[config.mk]
export PLATFORM = sky130hd
export DESIGN_NAME = usb_fe_tx
export DESIGN_NICKNAME = d
export VERILOG_FILES = /design/src/rtl/usb_fe_tx.sv
export SDC_FILE = /design/constraint.sdc
export NUM_CORES = 1
export LEC_CHECK = 0
export BUFFER_PORTS_ARGS = -buffer_cell sky130_fd_sc_hd__buf_2
export CAP_MARGIN = 0
export CORE_MARGIN = 1
export CORE_UTILIZATION = 35
export CTS_BUF_LIST = sky130_fd_sc_hd__clkbuf_16
export DETAILED_ROUTE_END_ITERATION = 7
export PLACE_DENSITY = 0.52
export SETUP_SLACK_MARGIN = 0.3
export SLEW_MARGIN = 20
export SYNTH_ARGS = -nofsm -noshare
export SYNTH_HDL_FRONTEND = slang
export SYNTH_SLANG_ARGS = --single-unit
[constraint.sdc]
create_clock -name clk -period 5.11 [get_ports clk]
set_clock_uncertainty 0.1 [all_clocks]
set_input_delay 1.022 -clock clk [delete_from_list [all_inputs] [get_ports clk]]
set_output_delay 1.022 -clock clk [all_outputs]
set_load 0.01 [all_outputs]
[src/rtl/usb_fe_tx.sv]
// USB full-speed transmit front end: SYNC, NRZI with bit stuffing, EOP, one-byte holding buffer.
// Optional inter-packet delay state is compiled in with `define USB_FE_TX_IPD_EN.
module usb_fe_tx #(
    parameter int CLK_PER_BIT = 4
) (
    input  logic       clk,
    input  logic       rst,
    input  logic [7:0] tx_data,
    input  logic       tx_last,
    input  logic       tx_valid,
    output logic       tx_ready,
    output logic       dp_tx,
    output logic       dn_tx,
    output logic       tx_oe,
    output logic       busy,
    output logic       tx_underrun
);

    localparam int CW = (CLK_PER_BIT > 1) ? $clog2(CLK_PER_BIT) : 1;

`ifdef USB_FE_TX_IPD_EN
    typedef enum logic [2:0] {
        S_IDLE = 3'd0,
        S_SYNC = 3'd1,
        S_DATA = 3'd2,
        S_EOP  = 3'd3,
        S_IPD  = 3'd4
    } state_t;
`else
    typedef enum logic [2:0] {
        S_IDLE = 3'd0,
        S_SYNC = 3'd1,
        S_DATA = 3'd2,
        S_EOP  = 3'd3
    } state_t;
`endif

    state_t          state_q, state_d;
    logic [CW-1:0]   cnt_q, cnt_d;
    logic [2:0]      idx_q, idx_d;
    logic [2:0]      ones_q, ones_d;
    logic [7:0]      shift_q, shift_d;
    logic            last_cur_q, last_cur_d;
    logic            line_q, line_d;
    logic            se0_q, se0_d;
    logic            oe_q, oe_d;
    logic [7:0]      buf_data_q, buf_data_d;
    logic            buf_last_q, buf_last_d;
    logic            buf_full_q, buf_full_d;
    logic            ready_q, ready_d;
    logic            underrun_q, underrun_d;
    logic            busy_q, busy_d;
    logic            dp_q, dp_d;
    logic            dn_q, dn_d;
    logic            strobe_s;
    logic            load_s;

    // line level after sending data bit b (line: 1 = J, 0 = K)
    function automatic logic nrzi(input logic line, input logic b);
        return b ? line : ~line;
    endfunction

    function automatic logic [2:0] ones_next(input logic [2:0] ones, input logic b);
        return b ? (ones + 3'd1) : 3'd0;
    endfunction

    // next-state, line encoding and holding-buffer logic
    always_comb begin
        state_d    = state_q;
        idx_d      = idx_q;
        ones_d     = ones_q;
        shift_d    = shift_q;
        last_cur_d = last_cur_q;
        line_d     = line_q;
        se0_d      = se0_q;
        oe_d       = oe_q;
        buf_data_d = buf_data_q;
        buf_last_d = buf_last_q;
        underrun_d = 1'b0;
        load_s     = 1'b0;
        strobe_s   = (cnt_q == CW'(CLK_PER_BIT - 1));

        if ((state_q == S_IDLE) || strobe_s) begin
            cnt_d = '0;
        end else begin
            cnt_d = cnt_q + CW'(1);
        end

        case (state_q)
            S_IDLE: begin
                if (buf_full_q) begin
                    state_d = S_SYNC;
                    oe_d    = 1'b1;
                    se0_d   = 1'b0;
                    line_d  = 1'b0;
                    idx_d   = 3'd0;
                end else begin
                    state_d = S_IDLE;
                end
            end
            S_SYNC: begin
                if (strobe_s) begin
                    if (idx_q == 3'd7) begin
                        // SYNC ends on a 1, so the run count starts at one
                        state_d    = S_DATA;
                        load_s     = 1'b1;
                        shift_d    = buf_data_q;
                        last_cur_d = buf_last_q;
                        idx_d      = 3'd0;
                        line_d     = nrzi(line_q, buf_data_q[0]);
                        ones_d     = ones_next(3'd1, buf_data_q[0]);
                    end else begin
                        idx_d  = idx_q + 3'd1;
                        line_d = (idx_q == 3'd6) ? line_q : ~line_q;
                    end
                end else begin
                    state_d = S_SYNC;
                end
            end
            S_DATA: begin
                if (strobe_s) begin
                    if (ones_q == 3'd6) begin
                        line_d = ~line_q;
                        ones_d = 3'd0;
                    end else if (idx_q != 3'd7) begin
                        idx_d  = idx_q + 3'd1;
                        line_d = nrzi(line_q, shift_q[idx_q + 3'd1]);
                        ones_d = ones_next(ones_q, shift_q[idx_q + 3'd1]);
                    end else if (last_cur_q) begin
                        state_d = S_EOP;
                        se0_d   = 1'b1;
                        idx_d   = 3'd0;
                    end else if (buf_full_q) begin
                        load_s     = 1'b1;
                        shift_d    = buf_data_q;
                        last_cur_d = buf_last_q;
                        idx_d      = 3'd0;
                        line_d     = nrzi(line_q, buf_data_q[0]);
                        ones_d     = ones_next(ones_q, buf_data_q[0]);
                    end else begin
                        underrun_d = 1'b1;
                        state_d    = S_EOP;
                        se0_d      = 1'b1;
                        idx_d      = 3'd0;
                    end
                end else begin
                    state_d = S_DATA;
                end
            end
            S_EOP: begin
                if (strobe_s) begin
                    if (idx_q == 3'd0) begin
                        idx_d = 3'd1;
                    end else if (idx_q == 3'd1) begin
                        se0_d  = 1'b0;
                        line_d = 1'b1;
                        idx_d  = 3'd2;
                    end else begin
                        oe_d   = 1'b0;
                        line_d = 1'b1;
                        idx_d  = 3'd0;
`ifdef USB_FE_TX_IPD_EN
                        state_d = S_IPD;
`else
                        state_d = S_IDLE;
`endif
                    end
                end else begin
                    state_d = S_EOP;
                end
            end
`ifdef USB_FE_TX_IPD_EN
            S_IPD: begin
                if (strobe_s) begin
                    if (idx_q == 3'd5) begin
                        state_d = S_IDLE;
                        idx_d   = 3'd0;
                    end else begin
                        idx_d = idx_q + 3'd1;
                    end
                end else begin
                    state_d = S_IPD;
                end
            end
`endif
            default: begin
                state_d = S_IDLE;
                oe_d    = 1'b0;
                se0_d   = 1'b0;
                line_d  = 1'b1;
                idx_d   = 3'd0;
            end
        endcase

        // ready is the registered empty flag, so accept and load are never in the same cycle
        if (load_s) begin
            buf_full_d = 1'b0;
        end else if (tx_valid && ready_q) begin
            buf_full_d = 1'b1;
            buf_data_d = tx_data;
            buf_last_d = tx_last;
        end else begin
            buf_full_d = buf_full_q;
        end

        ready_d = ~buf_full_d;
        busy_d  = (state_d != S_IDLE);
        dp_d    = ~oe_d | (~se0_d & line_d);
        dn_d    = oe_d & ~se0_d & ~line_d;
    end

    // state and output registers
    always_ff @(posedge clk or posedge rst) begin
        if (rst) begin
            state_q    <= S_IDLE;
            cnt_q      <= '0;
            idx_q      <= 3'd0;
            ones_q     <= 3'd0;
            shift_q    <= 8'd0;
            last_cur_q <= 1'b0;
            line_q     <= 1'b1;
            se0_q      <= 1'b0;
            oe_q       <= 1'b0;
            buf_data_q <= 8'd0;
            buf_last_q <= 1'b0;
            buf_full_q <= 1'b0;
            ready_q    <= 1'b0;
            underrun_q <= 1'b0;
            busy_q     <= 1'b0;
            dp_q       <= 1'b1;
            dn_q       <= 1'b0;
        end else begin
            state_q    <= state_d;
            cnt_q      <= cnt_d;
            idx_q      <= idx_d;
            ones_q     <= ones_d;
            shift_q    <= shift_d;
            last_cur_q <= last_cur_d;
            line_q     <= line_d;
            se0_q      <= se0_d;
            oe_q       <= oe_d;
            buf_data_q <= buf_data_d;
            buf_last_q <= buf_last_d;
            buf_full_q <= buf_full_d;
            ready_q    <= ready_d;
            underrun_q <= underrun_d;
            busy_q     <= busy_d;
            dp_q       <= dp_d;
            dn_q       <= dn_d;
        end
    end

    assign tx_ready    = ready_q;
    assign tx_oe       = oe_q;
    assign dp_tx       = dp_q;
    assign dn_tx       = dn_q;
    assign busy        = busy_q;
    assign tx_underrun = underrun_q;

endmodule
Yosys cells after proc, flatten, opt, wreduce, memory -nomap -nowiden

Index checks and enable logic that the tools add are counted.
Widths: inputs -> output; s select.

Bitwise gates (word level): 10
Reduce and logical (&&, ||, !) cells: 12
Multiplexer cells: 97
Add/sub/neg operators: 3
$lt $le $gt $ge: 1
Equality and inequality tests: 20

Operators with widths:

| kind                | count |
|---|---|
| $mux 3              | 26 |
| $mux 8              | 7 |
| $mux 1              | 50 |
| $pmux 3 s4          | 2 |
| $ne 2x2->1 const B  | 9 |
| $pmux 8 s2          | 1 |
| $reduce_and 6->1    | 2 |
| $eq 3x3->1 const B  | 3 |
| $mux 2              | 4 |
| $ne 4x4->1 const B  | 2 |
| $pmux 1 s4          | 2 |
| $reduce_and 8->1    | 1 |
| $add 3x1->3 const B | 2 |
| $eq 3x1->1 const B  | 2 |
| $eq 3x2->1 const B  | 2 |
| $logic_not 3->1     | 2 |
| $not 1->1           | 6 |
| $pmux 3 s2          | 1 |
| $reduce_and 5->1    | 1 |
| $lt 3x4->1 const B  | 1 |
| $pmux 1 s2          | 2 |
| $and 1x1->1         | 3 |
| $bmux 1 s3          | 1 |
| $ne 3x3->1 const B  | 1 |
| other kinds (10)    | 10 |

Logic and storage cells: 160
Bits in registers: 38
Output and inout port bits: 6
Input port bits: 12

Depth between registers and ports, before layout

Depth in word-level cells: 10
Mapped depth: 8
Gate-level depth less buffers: 7

Worst setup path before layout

No wires, ideal clock.

Path type: register -> register
Start: register idx_q[0]
End: register dn_q, in the netlist dn_tx
Path slack: 2.958 ns
Data arrival time: 1.985 ns
Clock period less this slack: 2.152 ns
Buffers on the path: 0
Setup time: 0.067 ns
Cell stages (with the launch flop): 8
Data required time: 4.943 ns
Cells stage by stage: dfrtp_1 > ha_1 > ha_1 > inv_1 > or3_4 > a41oi_4 > mux2i_1 > and4_2

Cells in the longest elaborated chain, start to end: 10
Elaborated cells on any way between the ends: 33
Classes of those cells: add/sub (1); eq/ne (4); mux (23); bitwise (4); reduce/logical (1)

RTL lines:

| what                         | line | RTL |
|---|---|---|
| start: declaration           | 40   | `logic [2:0] idx_q, idx_d;` |
| start signal: assignment     | 235  | `idx_q <= idx_d;` |
| $add 3x1->3                  | 127  | `line_d = nrzi(line_q, shift_q[idx_q + 3'd1]);` |
| $bmux 1 s3                   | 127  |  |
| $mux 1 (implied by the code) | 127  |  |
| $mux 1                       | 60   | `return b ? line : ~line;` |
| $mux 1                       | 125  | `end else if (idx_q != 3'd7) begin` |
| $mux 1                       | 122  | `if (ones_q == 3'd6) begin` |
| $mux 1                       | 121  | `if (strobe_s) begin` |
| $pmux 1 s4                   | 89   | `case (state_q)` |
| $not 1->1                    | 209  | `dn_d = oe_d & ~se0_d & ~line_d;` |
| $and 1x1->1 *                | 209  |  |
| net dn_d                     | 54   | `logic dn_q, dn_d;` |
| end signal: assignment       | 249  | `dn_q <= dn_d;` |
| end: declaration             | 54   |  |

The timed path passes the listed nets; every way through them passes the cells marked *. The select of a mux whose other input is x is not followed.
A chain may end at the register's enable or synchronous reset.

Worst setup path after layout

Same ends and word-level chain as after synthesis.

==> run metrics <==
status=completed; Yosys warnings=0; sum of negative setup slack=0 ns; flop2flop setup slack=2.57 ns; post_cts resized=0; total CTS buffers=5; synth top area cells=dfrtp_1, mux2_2, ha_1; Tot Pwr=0.000917 W; Ant. Diodes=0; gpl congestion=0.870; CP startpoint=idx_q[0]; starting density of the core=0.363; FFs w/ async S/R, synth=1.00; Cell Count, Final, Fillers Out=272; Reg clk slew, reported paths=0.05 ns; Die Y=77.6 um; number of clock sinks=38; io pins=18; post-synthesis register bit count=38; vias in the first global route=1437; Core Box Area=0.00551 mm2; via count=1452; Yosys top cell area share=0.451; worst-path fanout max=8; max-slew violation count=0; RSZ-0062 raised after global routing=false; Post-synth EDFFs=0; clk root buf=clkbuf_16; CTS max path bufs=2; reg2reg end=dn_tx; Reg2Reg Depth=7; Worst slew margin=0.594; r2r startpoint=idx_q[0]; Hold Path End=cnt_q[0]; # rows=27; Max IR drop VDD=0.183 mV; Critical Path RT=5.23 ns; dpl ws=2.58 ns; Seq/Total Area, Yosys=0.477; Congestion Overflow GR=0; fmax=393 MHz; Placed Cells=264; Crit. End Element=register; die width=77.6 um; CTS tree=yes; Worst Path Arrival=2.66 ns; synthesized area=0.00200 mm2; final setup fails=0; dpl hpwl=2820 um; count of input and output buffers=17; Critical Path Source Type=register; layout cells sized above 1=0.275; Hold Path Origin=cnt_q[0]; Tmin final=2.54 ns; Post-CTS Hold Buffers=0; Cell variety after synth=50; post-route ant nets=0; top-count cell post-synth=dfrtp_1; maxcap violations=0; first-pass GRT wire length=6780 um; Synth Area per Inst=11.0 um2; Pwr Density=398 mW/mm2; FILL cells=522; latest clock arrival within the worst-skew pair=0.28 ns; fin nets=219; main flop type after synthesis=dfrtp_1; most frequent cells after synthesis=dfrtp_1, mux2_2, inv_1, nand2_1; drt first pass iters=5; DR vias/cell=5.34; Final Cycle Share=0.498; routed len/inst=14.2 um; final hold vios=0; Routed Wire Length=3870 um; DRC errors left=0; dominant cell type by area after synthesis=dfrtp_1; final worst setup slack=2.57 ns; syn_nets=201; Area growth, synth to finish=15.4%; Syn Inst Count=181; WS Path Type=reg2reg; P_leak=1.04 nW; GRT Total Usage=0.144; min-delay worst type=reg2reg; violation count after the first detailed-route iteration=111; largest net degree at the start of global routing=39; Post-CTS Setup Inserts=0; H-tree lvl count=2; initial antenna violation count=0; final core occ=0.419; total die area=0.00602 mm2; Slew @ Worst Pin=0.602 ns; Hold Path Cell Cnt=1
[per-layer routing]
layer,global-route usage,wire (um)
met5,0,0
met4,0.0717,72
met3,0.0353,162
met2,0.237,1910
met1,0.176,1720
[how the worst max path moves through the flow]
stage,slack (ns),depth (start not counted),endpoint
floorplan,2.96,7,dn_tx
global placement,2.68,7,dn_tx
detailed placement,2.58,7,dn_tx
CTS,2.54,7,dn_tx
global route,2.41,7,dn_tx
finish,2.57,7,dn_tx
[cells in the final DEF, fill, tap and decap left out, drive strengths merged, types with 4 or more instances in the layout]
cell	count
dfrtp	36
a31oi	4
mux2	20
inv	12
nor2	9
clkbuf	5
nor3	7
ha	8
nand2	11
o21ai	4
nor2b	5
a21oi	8
buf	18
mux2i	4
[critical path, cell delays in order (launching register included)]
cell and delay, ns:
dfrtp_1 0.49, ha_1 0.26, ha_1 0.32, inv_1 0.08
or3_4 0.38, a41oi_4 0.27, mux2i_1 0.33, and4_2 0.26
[power breakdown]
group | internal (W) | total [W] | switching [W]
registers | 0.000346 | 0.000385 | 0.0000395
logic | 0.0000882 | 0.000188 | 0.0000996
clock network | 0.000228 | 0.000344 | 0.000116
[kinds of logic after synthesis]
logic type	share of synthesized area
AOI/OAI and AO/OA	0.149
adders and majority gates	0.0501
buffers and inverters	0.0426
DFF	0.477
muxes	0.135
other	0.00188
and+or+nand+nor	0.145
[flip-flops by register name, indices dropped and copies added, names as in the netlist]
signal	flops
buf_data_q	8
shift_q	8
idx_q	3
ones_q	3
state_q	3
cnt_q	2
buf_full_q	1
buf_last_q	1
busy	1
dn_tx	1
dp_tx	1
last_cur_q	1
line_q	1
se0_q	1
tx_oe	1
tx_ready	1
tx_underrun	1
[stage by stage]
step           hold slack (ns)  instance area (um2)
6_report                 0.340                 2310
5_1_grt                  0.360                 2310
4_1_cts                  0.343                 2310
3_5_place_dp             0.336                 2140
3_3_place_gp             0.327                 2140
2_1_floorplan            0.315                 2000
[cell type report]
| type | instances | area (um2) | share of cell area |
|---|---|---|---|
| clock buffers | 5 | 125 | 0.0543 |
| repair buffers | 18 | 92.6 | 0.0402 |
| multi-input cells | 124 | 960 | 0.416 |
| inverters | 12 | 45.0 | 0.0195 |
| well taps | 72 | 90.1 | 0.0391 |
| flip-flops and latches | 38 | 953 | 0.413 |
| clock inverters | 3 | 40.0 | 0.0174 |
(Power assumes the default switching activity.)
